$ cat config.mk
export PLATFORM = sky130hd
export DESIGN_NAME = pc_fetch_stage
export DESIGN_NICKNAME = d
export VERILOG_FILES = /design/src/rtl/pc_fetch_stage.sv
export SDC_FILE = /design/constraint.sdc
export NUM_CORES = 1
export LEC_CHECK = 0
export CAP_MARGIN = 5
export CORE_MARGIN = 10
export CORE_UTILIZATION = 43
export CTS_BUF_LIST = sky130_fd_sc_hd__clkbuf_8
export CTS_CLUSTER_SIZE = 8
export DETAILED_ROUTE_END_ITERATION = 6
export PLACE_DENSITY_LB_ADDON = 0.05
export SLEW_MARGIN = 20
export SYNTH_ARGS = -nofsm -noshare
export SYNTH_HDL_FRONTEND = slang
export SYNTH_SLANG_ARGS = --single-unit
$ cat constraint.sdc
create_clock -name CLK -period 5.4 [get_ports CLK]
set_input_delay 1.08 -clock CLK [delete_from_list [all_inputs] [get_ports CLK]]
set_output_delay 1.08 -clock CLK [all_outputs]
set_load 0.1 [all_outputs]
$ cat src/rtl/pc_fetch_stage.sv
// Program-counter register and single-outstanding instruction fetch sequencer.
// Fetches the word at CurrentPC, hands it to decode, then loads the resolved next PC.
module pc_fetch_stage #(
    parameter logic [63:0] RESET_PC = 64'h0
) (
    input  logic        CLK,
    input  logic        Reset,
    input  logic [63:0] NextPC,
    input  logic        NextPCValid,
    output logic        ImemReq,
    output logic [63:0] ImemAddr,
    input  logic        ImemGnt,
    input  logic        ImemRspValid,
    input  logic [31:0] ImemRspData,
    output logic        InstrValid,
    output logic [31:0] Instruction,
    input  logic        InstrReady,
    output logic [63:0] CurrentPC,
    output logic [31:0] FetchCount,
    output logic        PCFault,
    output logic [2:0]  fsm_state
);

    // Handshakes: a transfer happens on a rising edge where the sender's
    // valid/request and the receiver's ready/grant are both high. Outputs
    // ImemReq and InstrValid come from registered state only and, once raised,
    // stay high with stable payload until the transfer completes.

    typedef enum logic [2:0] {
        S_FETCH   = 3'd0,
        S_WAIT    = 3'd1,
        S_HOLD    = 3'd2,
        S_RESOLVE = 3'd3,
        S_FAULT   = 3'd4
    } state_t;

    state_t state;
    state_t next_state;
    logic   handoff;
    logic   resolve;
    logic   pc_ok;

    always_comb begin
        next_state = state;
        handoff    = 1'b0;
        resolve    = 1'b0;
        pc_ok      = (NextPC[1:0] == 2'b00);
        case (state)
            S_FETCH: begin
                if (ImemGnt) next_state = S_WAIT;
            end
            S_WAIT: begin
                if (ImemRspValid) next_state = S_HOLD;
            end
            S_HOLD: begin
                if (InstrReady) begin
                    handoff = 1'b1;
                    if (NextPCValid) begin
                        resolve    = 1'b1;
                        next_state = pc_ok ? S_FETCH : S_FAULT;
                    end else begin
                        next_state = S_RESOLVE;
                    end
                end
            end
            S_RESOLVE: begin
                if (NextPCValid) begin
                    resolve    = 1'b1;
                    next_state = pc_ok ? S_FETCH : S_FAULT;
                end
            end
            S_FAULT: begin
                next_state = S_FAULT;
            end
            default: begin
                next_state = S_FETCH;
            end
        endcase
    end

    always_ff @(posedge CLK) begin
        if (Reset) begin
            state       <= S_FETCH;
            CurrentPC   <= RESET_PC;
            Instruction <= 32'h0;
            FetchCount  <= 32'h0;
            PCFault     <= 1'b0;
        end else begin
            state <= next_state;
            if (state == S_WAIT && ImemRspValid) Instruction <= ImemRspData;
            if (handoff) FetchCount <= FetchCount + 32'd1;
            // A misaligned target keeps the old PC so the faulting instruction can be located.
            if (resolve) begin
                if (pc_ok) CurrentPC <= NextPC;
                else       PCFault   <= 1'b1;
            end
        end
    end

    assign ImemReq    = (state == S_FETCH) && !Reset;
    assign InstrValid = (state == S_HOLD) && !Reset;
    assign ImemAddr   = CurrentPC;
    assign fsm_state  = state;

endmodule

==> results.md <==
* Share of cells above drive strength 1 at 0.0419
* Starting Density at 0.436
* Vias in the first global route at 5291
* Wire length per cell at 17.9 um
* CTS buffer count at 17
* Clock sinks at 132
* Yosys Warn Count at 0
* Buffers added on ports at 299
* Area Growth Syn to Fin at 53.8%
* Largest net degree at the start of global routing at 118
* Post-Synthesis Cell Area at 0.00546 sq mm
* CTS root buffer: clkbuf_8
* Crit Path Max Fanout at 18
* DP HPWL at 14.6 mm
* WL final at 19.3 mm
* First-pass GRT wire length at 29.9 mm
* Worst EP required at 4320 ps
* Achievable Freq at 0.269 GHz
* Routed Antenna Nets at 0
* Row Count at 41
* Fin util at 0.671
* Share of the yosys chip area belonging to registers at 0.484
* Final Critical Period at 3720 ps
* Mapped Cells at 683
* Total gr overflow at 0
* Critical Path Sink Type: output port
* Die height at 133 um
* Drt pass-1 iters at 6
* Die Area at 0.0176 sq mm
* TritonCTS clock tree: yes
* Slew HR at 0.301
* Fin. Hold Viols at 0
* CTS Buffer Depth at 2
* Ys flop type: dfxtp_1
* Post-synth top area cell: dfxtp_1
* VDD IR max at 0.224 mV
* Skew-Pair Late Insertion Delay at 450 ps
* Core area at 0.0125 sq mm
* Gpl congestion at 0.743
* Leakage Power at 2.80 nW
* Drt drc at 0
* Fin crit share at 0.688
* Post-synth top cells: nand2_1, dfxtp_1, a21oi_1
* Initial antenna violation count at 1
* CP Data Arrival Time at 2640 ps
* RSZ-0062 raised after global routing: no
* Flop and latch count out of synthesis at 132
* Mean Syn Cell Area at 7.99 sq um
* Hold buffers post-CTS at 0
* Setup WS post-layout at 1680 ps
* Sum Neg Setup Slack at 0 ps
* GRT Overall Usage at 0.212
* Worst-margin pin slew at 1040 ps
* PD cells at 248 mW/mm^2
* Die X at 133 um
* Pwr Total at 2.08 mW
* Fraction of registers with async set/reset at 0
* Most numerous cell in the Yosys netlist: nand2_1
* Final Max Slew Viols at 0
* Synth top area cells: dfxtp_1, nand2_1, a21oi_1
* Synth top area share at 0.484
* Final setup fails at 0
* Worst slack at placement at 1700 ps
* Kind of critical path: in -> out
* Ports at 300
* Worst-path clk slew at 70 ps
* Number of distinct library cells after synthesis at 36
* Post-CTS Setup Inserts at 0
* Post-CTS sizing at 0
* Synthesized Nets at 786
* Critical Path Start Type: input port
* Fin nets at 996
* Worst Hold Class: reg -> reg
* Post-synth EDFFs at 0
* DR vias at 5340
* Initial DRC count at 266
* Clk_skew at 7.12 ps
* Status: finished clean
* Worst hold slack at 455 ps
* Via/cell ratio at 4.95
* H-tree depth at 4
* Max Cap Viol at 0
-- power by group --
part	internal [mW]	leakage [nW]	switching [mW]
clock network	0.399	0.214	0.364
registers	0.989	1.07	0.0122
logic	0.109	1.52	0.208
total	1.50	2.80	0.585
-- state kept, by name (all words and copies together), names as in the netlist --
name	flops
PCFault	1
fsm_state	3
Instruction	32
FetchCount	32
CurrentPC	64
-- worst max-delay path: stages --
cell,delay [ps]
buf_4,170
nor4_1,190
clkdlybuf4s50_1,1190
-- layout make-up --
cell class	instances	area, sq um
clock inverters	11	71.3
multi-input cells	431	2130
clock buffers	21	289
repair buffers	301	3010
diodes	1	2.50
flip-flops and latches	132	2640
inverters	10	37.5
fillers	1093	4120
well taps	172	215
-- metal layers --
metal | track usage | vias up | routed length (um)
li1 | - | 2629 | -
met4 | 0.0715 | 0 | 340
met5 | 0 | - | 0
met2 | 0.377 | 199 | 10000
met3 | 0.0867 | 28 | 1710
met1 | 0.221 | 2484 | 7220
-- kinds of logic after synthesis --
logic type	count (synthesis)	share of synthesized area
simple gates	275	0.224
compound gates	144	0.141
flops	132	0.484
buf+inv	120	0.130
xor+xnor	8	0.0128
mux	3	0.00596
fa+ha+maj	1	0.00229
-- worst paths after layout --
kind,start,endpoint,slack [ps],cells after the start
worst min-delay path,Instruction[10]$_SDFFE_PP0P_,Instruction[10]$_SDFFE_PP0P_,460,2
worst min register to register,Instruction[10]$_SDFFE_PP0P_,Instruction[10]$_SDFFE_PP0P_,460,2
worst max register to register,fsm_state[1]$_SDFFE_PP0P_,FetchCount[18]$_SDFFE_PP0P_,2710,4
worst max-delay path,Reset,ImemReq,1680,3
-- cells in the final DEF (no fill, tap or decap), types with 2 or more instances in the layout --
master             n
nor2b_1            2
a211oi_1           2
nand3_1           10
o21ai_0            8
nand4_1            5
or2_2              2
o31ai_1           14
buf_4              2
a21oi_1          118
clkdlybuf4s50_1  298
and3_1             5
dfxtp_1          132
and4_1             4
nor4_1             4
inv_1             17
nand2_1          201
clkinv_2           3
or4_4              2
xor2_1             6
or4_1             14
clkbuf_8          21
xnor2_1            2
nor2_1            13
mux2_2             2
or3_1              6
-- through the flow --
step / cells / cell area (sq um)
floorplan: 683 / 5460
global placement: 1046 / 8020
detailed placement: 1046 / 8030
CTS: 1078 / 8390
global route: 1079 / 8390
finish: 1079 / 8390
Power figures use the tool's default switching activity.
